[src/rtl/disp_arb_pkg.sv]
// Shared types and constants for the display-sharing arbiter.
// The round-robin helpers are also used by the selection sub-module.
package disp_arb_pkg;
  localparam int NUM_REQ = 3;
  localparam int NUM_DIG = 6;
  localparam logic [7:0] BLANK    = 8'h10;
  localparam logic [1:0] NO_OWNER = 2'd3;

  typedef enum logic [1:0] {IDLE, GRANT, HOLD, RELEASE} arb_state_t;

  typedef logic [NUM_DIG-1:0][7:0]  disp_bus_t;
  typedef logic [NUM_REQ-1:0][23:0] val_bus_t;

  function automatic logic [1:0] rr_next(input logic [1:0] i);
    return (i >= 2'd2) ? 2'd0 : i + 2'd1;
  endfunction

  function automatic logic [NUM_REQ-1:0] idx2oh(input logic [1:0] i);
    return 3'b001 << i;
  endfunction
endpackage

[src/rtl/disp_share_arbiter_rr_pick3.sv]
// Combinational round-robin pick among three requesters,
// searching upward from the slot after the last owner.
module rr_pick3
  import disp_arb_pkg::*;
(
  input  logic [2:0] req,
  input  logic [1:0] last,
  output logic       valid,
  output logic [1:0] idx
);
  logic [1:0] c0, c1, c2;

  assign c0 = rr_next(last);
  assign c1 = rr_next(c0);
  assign c2 = rr_next(c1);

  always_comb begin
    valid = 1'b1;
    idx   = 2'd0;
    if (req[c0])      idx = c0;
    else if (req[c1]) idx = c1;
    else if (req[c2]) idx = c2;
    else              valid = 1'b0;
  end
endmodule

[src/rtl/disp_share_arbiter.sv]
// Shares one six-digit hex display between three requesters with
// round-robin arbitration, a minimum tenure and a preemptible maximum tenure.
module disp_share_arbiter
  import disp_arb_pkg::*;
#(
  parameter logic [15:0] TICK_DIV = 16'd49999,
  parameter int          MIN_HOLD = 500,
  parameter int          MAX_HOLD = 3000
) (
  input  logic        clk,
  input  logic        rst_n,
  input  logic [2:0]  req,
  input  logic [23:0] val0,
  input  logic [23:0] val1,
  input  logic [23:0] val2,
  output logic [2:0]  gnt,
  output logic [1:0]  owner,
  output logic        busy,
  output logic [7:0]  data0,
  output logic [7:0]  data1,
  output logic [7:0]  data2,
  output logic [7:0]  data3,
  output logic [7:0]  data4,
  output logic [7:0]  data5
);
  localparam int HW = $clog2(MAX_HOLD + 1);
  localparam logic [HW-1:0] MIN_C = HW'(MIN_HOLD);
  localparam logic [HW-1:0] MAX_C = HW'(MAX_HOLD);

  arb_state_t   state_q, state_d;
  logic [15:0]  tick_cnt;
  logic         tick;
  logic [HW-1:0] hold_cnt;
  logic [1:0]   win, last_owner;
  logic         pick_vld;
  logic [1:0]   pick_idx;
  logic [2:0]   other_req;
  val_bus_t     vals;
  disp_bus_t    live, data_q;

  assign tick      = (tick_cnt == TICK_DIV);
  assign vals      = {val2, val1, val0};
  assign other_req = req & ~idx2oh(win);
  assign busy      = (state_q == GRANT) || (state_q == HOLD);

  rr_pick3 u_pick (
    .req   (req),
    .last  (last_owner),
    .valid (pick_vld),
    .idx   (pick_idx)
  );

  // One digit lane per nibble; digit 0 carries the most significant nibble.
  for (genvar k = 0; k < NUM_DIG; k++) begin : g_dig
    assign live[k] = {4'h0, vals[win][23-4*k -: 4]};
  end

  always_ff @(posedge clk or negedge rst_n) begin
    if (!rst_n) tick_cnt <= '0;
    else        tick_cnt <= tick ? '0 : tick_cnt + 16'd1;
  end

  always_ff @(posedge clk or negedge rst_n) begin
    if (!rst_n) state_q <= IDLE;
    else        state_q <= state_d;
  end

  always_comb begin
    state_d = state_q;
    case (state_q)
      IDLE:    if (pick_vld) state_d = GRANT;
      GRANT:   state_d = HOLD;
      HOLD:    if ((!req[win] && hold_cnt >= MIN_C) ||
                   (hold_cnt == MAX_C && |other_req)) state_d = RELEASE;
      RELEASE: state_d = IDLE;
      default: state_d = IDLE;
    endcase
  end

  // Release outputs are loaded on the HOLD exit edge so the RELEASE cycle
  // itself already shows a blank display and no grant.
  always_ff @(posedge clk or negedge rst_n) begin
    if (!rst_n) begin
      gnt        <= '0;
      owner      <= NO_OWNER;
      data_q     <= {NUM_DIG{BLANK}};
      hold_cnt   <= '0;
      win        <= '0;
      last_owner <= 2'd2;
    end else begin
      case (state_q)
        IDLE: begin
          gnt    <= '0;
          owner  <= NO_OWNER;
          data_q <= {NUM_DIG{BLANK}};
          if (pick_vld) win <= pick_idx;
        end
        GRANT: begin
          gnt      <= idx2oh(win);
          owner    <= win;
          hold_cnt <= '0;
        end
        HOLD: begin
          if (tick && hold_cnt != MAX_C) hold_cnt <= hold_cnt + HW'(1);
          if (state_d == RELEASE) begin
            gnt        <= '0;
            owner      <= NO_OWNER;
            data_q     <= {NUM_DIG{BLANK}};
            last_owner <= win;
          end else if (req[win]) begin
            data_q <= live;
          end
        end
        default: begin
          gnt    <= '0;
          owner  <= NO_OWNER;
          data_q <= {NUM_DIG{BLANK}};
        end
      endcase
    end
  end

  assign data0 = data_q[0];
  assign data1 = data_q[1];
  assign data2 = data_q[2];
  assign data3 = data_q[3];
  assign data4 = data_q[4];
  assign data5 = data_q[5];
endmodule

[config.mk]
export PLATFORM = sky130hd
export DESIGN_NAME = disp_share_arbiter
export DESIGN_NICKNAME = d
export VERILOG_FILES = /design/src/rtl/disp_arb_pkg.sv /design/src/rtl/disp_share_arbiter_rr_pick3.sv /design/src/rtl/disp_share_arbiter.sv
export SDC_FILE = /design/constraint.sdc
export NUM_CORES = 1
export LEC_CHECK = 0
export ABC_AREA = 1
export CAP_MARGIN = 25
export CORE_MARGIN = 8
export CORE_UTILIZATION = 46
export CTS_CLUSTER_DIAMETER = 150
export DETAILED_ROUTE_END_ITERATION = 6
export GPL_TIMING_DRIVEN = 0
export PLACE_DENSITY_LB_ADDON = 0.25
export SYNTH_ARGS = -nofsm -noshare
export SYNTH_HDL_FRONTEND = slang
export SYNTH_SLANG_ARGS = --single-unit
[constraint.sdc]
create_clock -name clk -period 4.37 [get_ports clk]
set_input_delay 1.0925 -clock clk [delete_from_list [all_inputs] [get_ports clk]]
set_output_delay 1.0925 -clock clk [all_outputs]
set_load 0.05 [all_outputs]
## Yosys cells after proc, flatten, opt, wreduce, memory -nomap -nowiden

Cells that the tools add are included.

- Add/subtract/negate cells: 5
- $lt $le $gt $ge: 8
- Equality and inequality tests: 10
- Shifts and indexed selects: 1
- Muxes and demuxes: 32
- Bitwise gates (word level): 3
- Reductions and logical operators: 13

Operator list:

| operator | number |
|---|---|
| $mux 48 | 2 |
| $pmux 48 s2 | 1 |
| $bmux 24 s2 | 1 |
| $mux 24 | 1 |
| $pmux 12 s2 | 1 |
| $mux 2 | 9 |
| $add 16x1->16 const B | 1 |
| $eq 16x16->1 const B | 1 |
| $mux 16 | 1 |
| $add 12x1->12 const B | 1 |
| $eq 12x12->1 const B | 1 |
| $ge 12x9->1 const B | 1 |
| $lt 2x3->1 const B | 4 |
| $mux 12 | 1 |
| $ne 12x12->1 const B | 1 |
| $bmux 1 s2 | 4 |
| $pmux 2 s4 | 1 |
| $reduce_and 2->1 | 4 |
| $mux 1 | 7 |
| $add 2x1->2 const B | 3 |
| $eq 2x2->1 const B | 3 |
| $ge 2x2->1 const B | 3 |
| $pmux 3 s2 | 1 |
| $ne 2x1->1 const B | 2 |
| 14 further kinds | 17 |

- Flip-flop bits (word level): 87
- Output and inout bits: 54
- Logic and storage cells: 85

## Logic depth before layout (Yosys ltp)

- Word-level depth: 16
- Mapped depth: 16
- Mapped depth without buffers: 15

## Cells and area by module

Synthesis repeated with hierarchy kept, for this count alone.

- Cell total of the unflattened synthesis: 532
- Area total of the unflattened synthesis: 3957.5 um^2

Modules (own cells, without submodules):

| module | instances | cells an instance | area each (um^2) |
|---|---|---|---|
| disp_share_arbiter | 1 | 502 | 3809.9 |
| rr_pick3 | 1 | 30 | 147.6 |

## Worst setup path after synthesis

OpenSTA, ideal clock, no wires.

- Path kind: in2reg
- Start point: in req[1]
- End point: reg data_q (netlist bit data0[0])
- Setup time: 0.118 ns
- Arrival time: 2.066 ns
- Slack: 2.186 ns
- Cell stages on the path: 13
- Path buffers: 1
- Cell sequence: nand3_1 > nand2_1 > nor2_1 > nand2_1 > nand3_1 > nand2_1 > nand2_4 > nand2_8 > nand2_2 > nand2_4 > buf_6 > nand2_1 > nand2_1

- Cells in the longest elaborated chain, start to end: 10
- Elaborated cells between the ends (all ways): 25
- Those cells by class: eq/ne (2); mux (16); bitwise (1); reduce/logical (6)

RTL lines:

| item | RTL line | RTL |
|---|---|---|
| start: declaration | disp_share_arbiter.sv:12 | `input logic [2:0] req,` |
| $bmux 1 s2 (on tied branches) | disp_share_arbiter_rr_pick3.sv:22, disp_share_arbiter.sv:73 |  |
| $mux 1 (on tied branches) | disp_share_arbiter_rr_pick3.sv:22, disp_share_arbiter.sv:73 |  |
| $mux 1 or $logic_not 1->1 (tied branches) | disp_share_arbiter_rr_pick3.sv:22, disp_share_arbiter.sv:73 |  |
| $mux 1 or $logic_and 1x1->1 (tied branches) | disp_share_arbiter_rr_pick3.sv:21, disp_share_arbiter.sv:73 |  |
| $mux 1 or $logic_or 1x1->1 (tied branches) | disp_share_arbiter_rr_pick3.sv:20, disp_share_arbiter.sv:73 |  |
| $mux 2 (on tied branches) | disp_share_arbiter.sv:71, disp_share_arbiter.sv:73 |  |
| $pmux 2 s4 (*) | disp_share_arbiter.sv:70 | `case (state_q)` |
| via state_d[0] | disp_share_arbiter.sv:30 | `arb_state_t state_q, state_d;` |
| $eq 2x2->1 (*) | disp_share_arbiter.sv:105 | `if (state_d == RELEASE) begin` |
| $mux 48 or $ne 3x1->1 (tied branches) | -- |  |
| $pmux 48 s2 or $reduce_and 2->1 (tied branches) | -- |  |
| end signal: assignment | disp_share_arbiter.sv:95 | `data_q <= {NUM_DIG{BLANK}};` |
| end signal: assignment | disp_share_arbiter.sv:108 | `data_q <= {NUM_DIG{BLANK}};` |
| end signal: assignment | disp_share_arbiter.sv:111 | `data_q <= live;` |
| end: declaration | disp_share_arbiter.sv:39 | `disp_bus_t live, data_q;` |

The timed path passes the listed nets; every way through them passes the cells marked *. The select of a mux whose other input is x is not followed.
A chain may end at the register's enable or synchronous reset.

## Final worst setup path

- Start point: reg state_q[0]
- End point: out busy

- Cells in the longest elaborated chain, start to end: 2
- Elaborated cells between the ends (all ways): 3
- Those cells by class: eq/ne (2); reduce/logical (1)

RTL lines:

| item | RTL line | RTL |
|---|---|---|
| start: declaration | disp_share_arbiter.sv:30 |  |
| start signal: assignment | disp_share_arbiter.sv:65 | `else state_q <= state_d;` |
| $eq 2x1->1 or $eq 2x2->1 (tied branches) | disp_share_arbiter.sv:44 | `assign busy = (state_q == GRANT) \|\| (state_q == HOLD);` |
| $logic_or 1x1->1 (*) | disp_share_arbiter.sv:44 |  |
| end: declaration | disp_share_arbiter.sv:18 | `output logic busy,` |

Every way passes the cells marked *; elsewhere a longest branch is shown, timed or not.

==> results.json <==
{
  "status": "complete, no violations",
  "wire_per_inst_um": 14.61,
  "drcViolationCount": 0,
  "max_stage_delay_ns": 0.85,
  "gp_congestion": 0.8671,
  "synth_cells": 518,
  "viasPerCell": 4.991,
  "cp-start-kind": "flop",
  "fin_ws_ns": 1.222,
  "ys_seq_elements": 64,
  "r2r-start": "state_q[0]",
  "grt_pass1_wl_mm": 17.99,
  "wl_mm": 11.22,
  "rsz0062_at_grt": "no",
  "path_buf_inv": 2,
  "finalNetCount": 742,
  "cts.sink_count": 64,
  "synth.distinct_cells": 39,
  "holdCritPathClass": "reg -> reg",
  "setup_tns_ns": 0,
  "rows": 33,
  "p_per_area_nw_per_um2": 576.4,
  "numPortBuffers": 112,
  "endpoint_kind": "primary output",
  "post_cts_resized": 0,
  "synth_warnings": 0,
  "cts_tree": "built",
  "vias": 3833,
  "cp.arrival_ns": 2.06,
  "fp.dieW_um": 108.5,
  "vdd_drop_max_uv": 578.9,
  "clk_pin_slew_ns": 0.07,
  "yosys.area.top_type": "dfrtp_1",
  "crit_required_ns": 3.28,
  "critPathSlowestCell": "clkdlybuf4s50_1",
  "synthSimpleGateAreaFrac_pct": 30.21,
  "worst_pin_slew_ns": 0.7890,
  "hold_slack_ns": 0.4699,
  "h-tree-depth": 3,
  "synth-edff-count": 0,
  "synth_xor_area_share_pct": 2.668,
  "finalHoldViolCount": 0,
  "drive_gt1_share_pct": 11.01,
  "critical_path.top_delay_family": "buffers and inverters",
  "cp-startpoint": "state_q[0]",
  "post-cts-setup-buffers": 0,
  "die_y_um": 108.5,
  "start_util_pct": 47.70,
  "clock_skew_ns": 0.008982,
  "min_period_over_period_pct": 72.04,
  "grt-ovfl-total": 0,
  "postRouteAntennaNets": 0,
  "grt_pass1_vias": 3849,
  "post-dp-hpwl_mm": 8.789,
  "synth_top_family_by_area": "simple AND/OR/NAND/NOR gates",
  "synth.area.top_cells": "dfrtp_1 38%, nand2_1 14%, nor2_1 6.8%",
  "ys.flop_type": "dfrtp_1",
  "path_class": "reg -> out",
  "coreArea_um2": 8258,
  "ys_async_sr_fraction_pct": 100.0,
  "cts_hold_buf": 0,
  "placed_area_um2": 5253,
  "yosysSeqAreaShare_pct": 40.79,
  "worstHoldStart": "tick_cnt[0]",
  "p_leak_uw": 0.002597,
  "slew_viol_final": 0,
  "io_pins": 131,
  "crit_fanout": 5,
  "synth_mux_area_share_pct": 0,
  "cts_buffers": 9,
  "synth_top_area_share_pct": 38.12,
  "cts-root-buf": "clkbuf_8",
  "antenna-diode-count": 0,
  "dr.pass1.iters": 5,
  "place_ws_ns": 1.385,
  "mappedNetlistArea_um2": 3939,
  "drt_iter0_drc": 179,
  "crit_chain": "inv_1 > ha_1 > clkdlybuf4s50_1",
  "stdcell_area_um2": 5405,
  "clock_latency_ns": 0.34,
  "syn2layout_area_growth_pct": 37.23,
  "grt_max_degree": 65,
  "fmax_mhz": 317.6,
  "relSlewSlack_pct": 47.40,
  "max_cap_violations": 0,
  "cts_max_path_buffers": 2,
  "antenna_found_initial": 0,
  "layout_min_cycle_time_ns": 3.148,
  "synthAdderAreaFrac_pct": 2.224,
  "setup_viol": 0,
  "gr-usage-all-layers_pct": 19.00,
  "synth-compound-area-share_pct": 12.13,
  "syn_area_per_cell_um2": 7.604,
  "die_area_um2": 11780
}
==> registers in the layout, summed over array words and instances, names as in the netlist, 4 cells and up <==
| name | flops |
|---|---|
| data0 | 4 |
| data1 | 4 |
| data2 | 4 |
| data3 | 4 |
| data4 | 4 |
| data5 | 5 |
| hold_cnt | 12 |
| tick_cnt | 16 |
==> final timing paths <==
kind,endpoint,slack [ns],cells past startpoint
worst max-delay path,busy,1.22,3
max in group asynchronous,data5[1],3.02,1
worst min register to register,tick_cnt[0],0.47,1
worst min-delay path,tick_cnt[0],0.47,1
min in group asynchronous,tick_cnt[11],0.83,1
worst max register to register,data4[0],2.21,12
==> worst reg2reg max path: cells and delay by family, from the launching register on <==
| kind | cells | cell delay [ns] |
|---|---|---|
| AOI/OAI and AO/OA | 1 | 0.25 |
| adders and majority gates | 1 | 0.17 |
| buffers and inverters | 4 | 0.75 |
| DFF | 1 | 0.39 |
| and+or+nand+nor | 6 | 0.55 |
==> layout make-up <==
| cell class | count | area [um2] |
|---|---|---|
| clock buffers | 14 | 142.6 |
| fillers | 712 | 2853 |
| inverters | 48 | 180.2 |
| clock inverters | 2 | 10.01 |
| multi-input cells | 385 | 1928 |
| well taps | 105 | 131.4 |
| repair buffers | 112 | 1119 |
| flip-flops and latches | 64 | 1607 |
| plain buffers | 38 | 287.8 |
==> power by group <==
part | internal (uW) | leakage [uW] | switching [uW]
clock network | 206 | 0.0000784 | 223
registers | 708 | 0.000845 | 76.3
logic | 680 | 0.00167 | 1220
==> cells in the mapped netlist (3+ instances only) <==
library cell,n
a21oi_1,29
a22o_1,18
buf_4,24
buf_6,7
clkbuf_1,5
dfrtp_1,60
dfstp_2,4
ha_1,7
inv_1,42
inv_2,6
nand2_1,149
nand2_2,4
nand2_4,3
nand3_1,23
nand4_1,4
nor2_1,71
nor3_1,4
nor3b_1,3
nor4_1,3
o21ai_0,15
o22ai_1,5
xor2_1,12
==> per-stage QoR <==
step	total power, uW	std cells	utilization, %
after CTS	3137	768	65.45
after global routing	3321	768	65.45
final	3116	768	65.45
after floorplan	2149	535	-
after detailed placement	2700	752	63.61
after global placement	2667	752	63.64
==> layout by cell type (no fill, tap or decap), drive strengths merged, types with 2 or more instances in the layout <==
master,instances
nor3b,4
o21ai,17
buf,34
a22o,18
conb,18
a221oi,2
clkbuf,19
ha,7
clkdlybuf4s50,111
dfrtp,60
xor2,12
clkinv,2
nand3,26
nor4,3
dfstp,4
o22ai,5
a21oi,30
nand2,157
inv,48
nand4,4
nor2,73
nor3,5
==> routing by layer <==
metal	part of all wire [%]	vias up	routed length (um)	global-route usage, %
met5	0	-	0	0
li1	-	1906	-	-
met1	41	1800	4644	22.63
met3	6.4	19	713	3.748
met2	50	108	5594	32.52
met4	2.4	0	264	8.407
==> cells by family (layout without fill, tap and decap cells) <==
family | after synthesis | after routing
AO/OA/AOI/OAI | 75 | 75
XOR/XNOR | 12 | 12
adder cells (fa/ha/maj) | 7 | 7
buffers and inverters | 86 | 214
flip-flops | 64 | 64
other | 1 | 18
AND/OR/NAND/NOR | 273 | 273
(Power assumes the default switching activity.)
